<file path="src/rtl/fir_filter_mac_if.sv">
// Sample, coefficient-load and status bundle between the sample source and
// fir_filter_mac. The master drives samples and coefficients; the filter is the slave.
interface fir_filter_mac_if #(
  parameter int DATA_W = 8,
  parameter int COEF_W = 12,
  parameter int TAPS   = 8
);
  localparam int ADDR_W = $clog2(TAPS);

  logic                     in_valid;
  logic [DATA_W-1:0]        filter_in;
  logic                     coef_we;
  logic [ADDR_W-1:0]        coef_addr;
  logic signed [COEF_W-1:0] coef_wdata;
  logic                     clr_ovr;
  logic [DATA_W-1:0]        filter_out;
  logic                     out_valid;
  logic                     busy;
  logic                     overrun;

  modport master (
    output in_valid, filter_in, coef_we, coef_addr, coef_wdata, clr_ovr,
    input  filter_out, out_valid, busy, overrun
  );

  modport slave (
    input  in_valid, filter_in, coef_we, coef_addr, coef_wdata, clr_ovr,
    output filter_out, out_valid, busy, overrun
  );
endinterface

</file>
<file path="src/rtl/fir_filter_mac.sv">
// Low-pass FIR with one time-multiplexed signed MAC: one tap per clock, then a
// round-half-up / saturate step into an unsigned DATA_W output register.
module fir_filter_mac #(
  parameter int DATA_W = 8,
  parameter int COEF_W = 12,
  parameter int TAPS   = 8
) (
  input  logic           clk,
  input  logic           reset_n,
  fir_filter_mac_if.slave bus
);
  localparam int ADDR_W = $clog2(TAPS);
  localparam int FRAC   = COEF_W - 1;
  localparam int PROD_W = DATA_W + 1 + COEF_W;
  localparam int ACC_W  = DATA_W + COEF_W + $clog2(TAPS) + 1;
  localparam logic [ADDR_W-1:0] LAST = ADDR_W'(TAPS - 1);
  localparam logic signed [COEF_W-1:0] C_UNITY = {1'b0, {(COEF_W-1){1'b1}}};

  typedef enum logic [1:0] {IDLE, MAC, DONE} state_t;

  state_t                   state_q, state_d;
  logic [ADDR_W-1:0]        k_q, k_d;
  logic signed [ACC_W-1:0]  acc_q, acc_d;
  logic [DATA_W-1:0]        out_q, out_d;
  logic                     ovalid_q, ovalid_d;
  logic                     ovr_q;
  logic [DATA_W-1:0]        x_q [TAPS];
  logic signed [COEF_W-1:0] c_q [TAPS];

  logic signed [PROD_W-1:0] xs, cs, prod;
  logic                     accept, addr_ok;

  function automatic logic signed [ACC_W-1:0] round_frac(input logic signed [ACC_W-1:0] a);
    logic signed [ACC_W-1:0] half;
    half = '0;
    half[FRAC-1] = 1'b1;
    return (a + half) >>> FRAC;
  endfunction

  function automatic logic [DATA_W-1:0] sat_u(input logic signed [ACC_W-1:0] r);
    if (r[ACC_W-1])
      return '0;
    else if (|r[ACC_W-2:DATA_W])
      return '1;
    else
      return r[DATA_W-1:0];
  endfunction

  assign accept  = (state_q == IDLE) && bus.in_valid;
  assign addr_ok = ({1'b0, bus.coef_addr} < (ADDR_W+1)'(TAPS));

  // Samples are unsigned: zero-extend so the signed product keeps them positive.
  always_comb begin
    xs   = {{(COEF_W+1){1'b0}}, x_q[k_q]};
    cs   = {{(DATA_W+1){c_q[k_q][COEF_W-1]}}, c_q[k_q]};
    prod = xs * cs;
  end

  always_comb begin
    state_d  = state_q;
    k_d      = k_q;
    acc_d    = acc_q;
    out_d    = out_q;
    ovalid_d = 1'b0;
    case (state_q)
      IDLE: begin
        if (bus.in_valid) begin
          acc_d   = '0;
          k_d     = '0;
          state_d = MAC;
        end
      end
      MAC: begin
        acc_d = acc_q + {{(ACC_W-PROD_W){prod[PROD_W-1]}}, prod};
        k_d   = k_q + 1'b1;
        if (k_q == LAST)
          state_d = DONE;
      end
      DONE: begin
        out_d    = sat_u(round_frac(acc_q));
        ovalid_d = 1'b1;
        state_d  = IDLE;
      end
      default: state_d = IDLE;
    endcase
  end

  always_ff @(posedge clk or negedge reset_n) begin
    if (!reset_n) begin
      state_q  <= IDLE;
      k_q      <= '0;
      acc_q    <= '0;
      out_q    <= '0;
      ovalid_q <= 1'b0;
    end else begin
      state_q  <= state_d;
      k_q      <= k_d;
      acc_q    <= acc_d;
      out_q    <= out_d;
      ovalid_q <= ovalid_d;
    end
  end

  // Set wins over clear when a drop and clr_ovr coincide.
  always_ff @(posedge clk or negedge reset_n) begin
    if (!reset_n)
      ovr_q <= 1'b0;
    else if (bus.in_valid && (state_q != IDLE))
      ovr_q <= 1'b1;
    else if (bus.clr_ovr)
      ovr_q <= 1'b0;
  end

  always_ff @(posedge clk or negedge reset_n) begin
    if (!reset_n) begin
      for (int i = 0; i < TAPS; i++)
        x_q[i] <= '0;
    end else if (accept) begin
      x_q[0] <= bus.filter_in;
      for (int i = 1; i < TAPS; i++)
        x_q[i] <= x_q[i-1];
    end
  end

  // Writes are only taken in IDLE, so a running MAC never sees a coefficient change.
  always_ff @(posedge clk or negedge reset_n) begin
    if (!reset_n) begin
      for (int i = 0; i < TAPS; i++)
        c_q[i] <= (i == 0) ? C_UNITY : '0;
    end else if (bus.coef_we && (state_q == IDLE) && addr_ok) begin
      c_q[bus.coef_addr] <= bus.coef_wdata;
    end
  end

  assign bus.filter_out = out_q;
  assign bus.out_valid  = ovalid_q;
  assign bus.busy       = (state_q != IDLE);
  assign bus.overrun    = ovr_q;
endmodule
</file>
<file path="src/flat_wrapper.sv">
// flat-port wrapper written by rule: the top's interface ports become plain ports
module fir_filter_mac_flat 
#(
  parameter int DATA_W = 8,
  parameter int COEF_W = 12,
  parameter int TAPS   = 8
)
  (clk, reset_n, bus_in_valid, bus_filter_in, bus_coef_we, bus_coef_addr, bus_coef_wdata, bus_clr_ovr, bus_filter_out, bus_out_valid, bus_busy, bus_overrun);
  fir_filter_mac_if #(.DATA_W(DATA_W), .COEF_W(COEF_W), .TAPS(TAPS)) bus_i ();
  input  logic clk;
  input  logic reset_n;
  input wire logic [$bits(bus_i.in_valid)-1:0] bus_in_valid;
  input wire logic [$bits(bus_i.filter_in)-1:0] bus_filter_in;
  input wire logic [$bits(bus_i.coef_we)-1:0] bus_coef_we;
  input wire logic [$bits(bus_i.coef_addr)-1:0] bus_coef_addr;
  input wire logic [$bits(bus_i.coef_wdata)-1:0] bus_coef_wdata;
  input wire logic [$bits(bus_i.clr_ovr)-1:0] bus_clr_ovr;
  output wire logic [$bits(bus_i.filter_out)-1:0] bus_filter_out;
  output wire logic [$bits(bus_i.out_valid)-1:0] bus_out_valid;
  output wire logic [$bits(bus_i.busy)-1:0] bus_busy;
  output wire logic [$bits(bus_i.overrun)-1:0] bus_overrun;
  assign bus_i.in_valid = bus_in_valid;
  assign bus_i.filter_in = bus_filter_in;
  assign bus_i.coef_we = bus_coef_we;
  assign bus_i.coef_addr = bus_coef_addr;
  assign bus_i.coef_wdata = bus_coef_wdata;
  assign bus_i.clr_ovr = bus_clr_ovr;
  assign bus_filter_out = bus_i.filter_out;
  assign bus_out_valid = bus_i.out_valid;
  assign bus_busy = bus_i.busy;
  assign bus_overrun = bus_i.overrun;
  fir_filter_mac #(.DATA_W(DATA_W), .COEF_W(COEF_W), .TAPS(TAPS)) u_core (.clk(clk), .reset_n(reset_n), .bus(bus_i));
endmodule
</file>
<file path="config.mk">
export PLATFORM = sky130hd
export DESIGN_NAME = fir_filter_mac_flat
export DESIGN_NICKNAME = d
export VERILOG_FILES = /design/src/rtl/fir_filter_mac_if.sv /design/src/rtl/fir_filter_mac.sv /design/src/flat_wrapper.sv
export SDC_FILE = /design/constraint.sdc
export NUM_CORES = 1
export LEC_CHECK = 0
export ABC_AREA = 1
export ABC_CLOCK_PERIOD_IN_PS = 6900
export BUFFER_PORTS_ARGS = -buffer_cell sky130_fd_sc_hd__buf_2
export CORE_UTILIZATION = 60
export CTS_CLUSTER_DIAMETER = 60
export CTS_CLUSTER_SIZE = 24
export DETAILED_ROUTE_END_ITERATION = 10
export GPL_ROUTABILITY_DRIVEN = 1
export HOLD_SLACK_MARGIN = 0.02
export PLACE_DENSITY = 0.77
export SETUP_SLACK_MARGIN = 0.05
export SLEW_MARGIN = 40
export SYNTH_ARGS = -nofsm -noshare
export SYNTH_HDL_FRONTEND = slang
export SYNTH_SLANG_ARGS = --single-unit
export TNS_END_PERCENT = 30
</file>
<file path="constraint.sdc">
create_clock -name clk -period 6.9 [get_ports clk]
set_clock_uncertainty 0.15 [all_clocks]
set_input_delay 0.345 -clock clk [delete_from_list [all_inputs] [get_ports clk]]
set_output_delay 0.345 -clock clk [all_outputs]
set_load 0.02 [all_outputs]
</file>
==> metrics <==
Clk Latency, worst-skew pair=0.45 ns; hold crit path type=input port to flop; Placer Congestion=0.9431; post-synthesis mux area share=0; number of flops mapped to enable cells by yosys=0; fmax=0.1512 GHz; Worst Max-Slew Pin Slew=0.7277 ns; first-pass GRT wire length=56610 um; Max Cap Viol=0; initial DRC count=1011; CP Class=flop to flop; crit path launch type=flop; Finish-stage setup viols=0; clock sink count=199; Top cell by count, worst path=nand2_1; # DRC=0; RSZ-0062 raised after global routing=yes; FP Rows=55; Crit Path Max Fanout=10; clock slew at reported path FFs=0.09 ns; top_reg_cell synth=dfrtp_1; final period utilization=0.9585; post-synthesis compound-gate area fraction=0.1603; CTS root buf=clkbuf_16; crit end category=flop; via count=12450; CORE AREA=22780 um2; Fillers=1687; Final Slew Violations=0; Post-Synth Adder-Cell Area=0.1732; sequential-to-total area share from yosys stat=0.3555; top-count cell post-synth=nand2_1; Synth area leaders=dfrtp_1 33%, nand2_1 11%, fa_1 11%; CP arrival=6.80 ns; clock buffer depth=2; total negative slack=0 ns; share of the synthesized area in the top cell type=0.3350; Tmin final=6.613 ns; layout cells sized above 1=0.1489; largest net degree at the start of global routing=119; total wire length=35860 um; syn nets=1993; Slew headroom=0.5149; WP buf/inv=8; mapped cell area=14040 um2; I/O pin count=39; dpl hpwl=24470 um; slowest stage delay, CP=0.55 ns; Nets=2076; drt first pass iters=6; CP delay by family, top=adder cells; htree depth=4; Total Routing Usage GR=0.2943; reg2reg setup slack=0.29 ns; Netlist cell types=44; PortBufs=38; worst path required time=7.09 ns; CTS tree=yes; Post-synth top cells=428 x nand2_1, 277 x inv_1, 261 x o21ai_0; vias in the first global route=11900; final hold viol count=0; XOR/XNOR Fraction of Synth Area=0.01675; Syn Inst Count=1818; die area=24020 um2; antenna cells=0; initial antenna violation count=0; Overflow after GRT=0; largest family of logic cells by synthesized area=simple AND/OR/NAND/NOR gates; Slowest-stage cell, CP=fa_1; Die Ht=155.0 um; Vias/cell=5.589; DIE WIDTH=155.0 um; YS warnings=0; Area growth syn-to-layout=17.10%; total CTS buffers=17; Avg Cell Area, Syn=7.725 um2; run status=complete, no violations; post-route ant nets=0; leading area contributor after synthesis=dfrtp_1; synthesis-stage register bit count=199; initial core utilization=0.6166; WL per Instance=16.10 um; Async SR Flop Fraction=1.000; simple-gate share of the synthesized area=0.1930
[path summary, 6_finish.rpt]
path,from,endpoint,cells past startpoint
max,u_core.k_q[0],u_core.acc_q[19],36
max in group asynchronous,reset_n,u_core.c_q[44],3
min,bus_coef_wdata[1],u_core.c_q[25],3
min reg2reg,u_core.bus.filter_out[5],u_core.bus.filter_out[5],2
min in group asynchronous,reset_n,u_core.x_q[23],2
max reg2reg,u_core.k_q[0],u_core.acc_q[19],36
[registers in the layout (all words and copies together) (netlist names)]
signal	flops
u_core.bus.out_valid	1
u_core.x_q	64
u_core.bus.filter_out	8
u_core.c_q	96
u_core.bus.overrun	1
u_core.acc_q	24
u_core.k_q	3
u_core.state_q	2
[area by class of cell]
cell class | instances | area (um2) | area share
clock buffers | 18 | 439.2 | 0.02670
clock inverters | 14 | 187.7 | 0.01141
inverters | 288 | 1106 | 0.06725
multi-input cells | 1264 | 8162 | 0.4962
flip-flops and latches | 199 | 4999 | 0.3039
well taps | 313 | 391.6 | 0.02381
repair buffers | 129 | 1151 | 0.06999
repair inverters | 2 | 11.26 | 0.0006847
[layer usage]
metal	vias up	routed length, um	GRT usage
met1	5968	15500	0.3891
li1	5950	-	-
met5	-	0	0
met2	453	17280	0.4991
met4	0	854	0.09194
met3	76	2235	0.04596
[worst min-delay path: stages]
cell,delay [ns]
buf_2,0.11
nand2_1,0.05
o21ai_0,0.08
[cells in the final DEF (no fill, tap or decap), types with 23 or more instances in the layout]
| cell | instances |
|---|---|
| fa_1 | 76 |
| buf_2 | 37 |
| o21ai_0 | 245 |
| ha_1 | 49 |
| o21ai_1 | 23 |
| nand2_1 | 412 |
| nor2_1 | 138 |
| buf_4 | 43 |
| dfrtp_1 | 186 |
| a21oi_1 | 90 |
| inv_1 | 268 |
| nand3_1 | 37 |
[timing repair]
action | CTS | global route
pin swaps | 0 | 31
hold endpoints to repair | 135 | 0
cloned | 0 | 7
endpoints found under the setup margin | 4 | 11
setup buffers | 0 | 19
gates resized for setup | 3 | 157
hold buffers | 20 | 0
[cells by family after synthesis]
logic type,count (synthesis)
XOR/XNOR,26
buffers and inverters,355
AO/OA/AOI/OAI,423
flip-flops,199
adder cells (fa/ha/maj),147
AND/OR/NAND/NOR,668
[metrics by stage]
stage                     setup slack (ns)  cells  utilization  area [um2]  hold WS, ns
after global routing              -0.04396   2227       0.7221       16450      0.04141
after CTS                          0.05137   2200       0.6832       15560      0.02663
after floorplan                     0.6467   1818            -       14040      -0.1006
after detailed placement          -0.02311   2148       0.6464       14720       0.2399
final                               0.2866   2227       0.7221       16450      0.03994
after global placement             0.08395   2136       0.6408       14600       0.3016
Power is not shown: default switching activity piles up to over one toggle a cycle in this logic, so the estimate is an artifact.
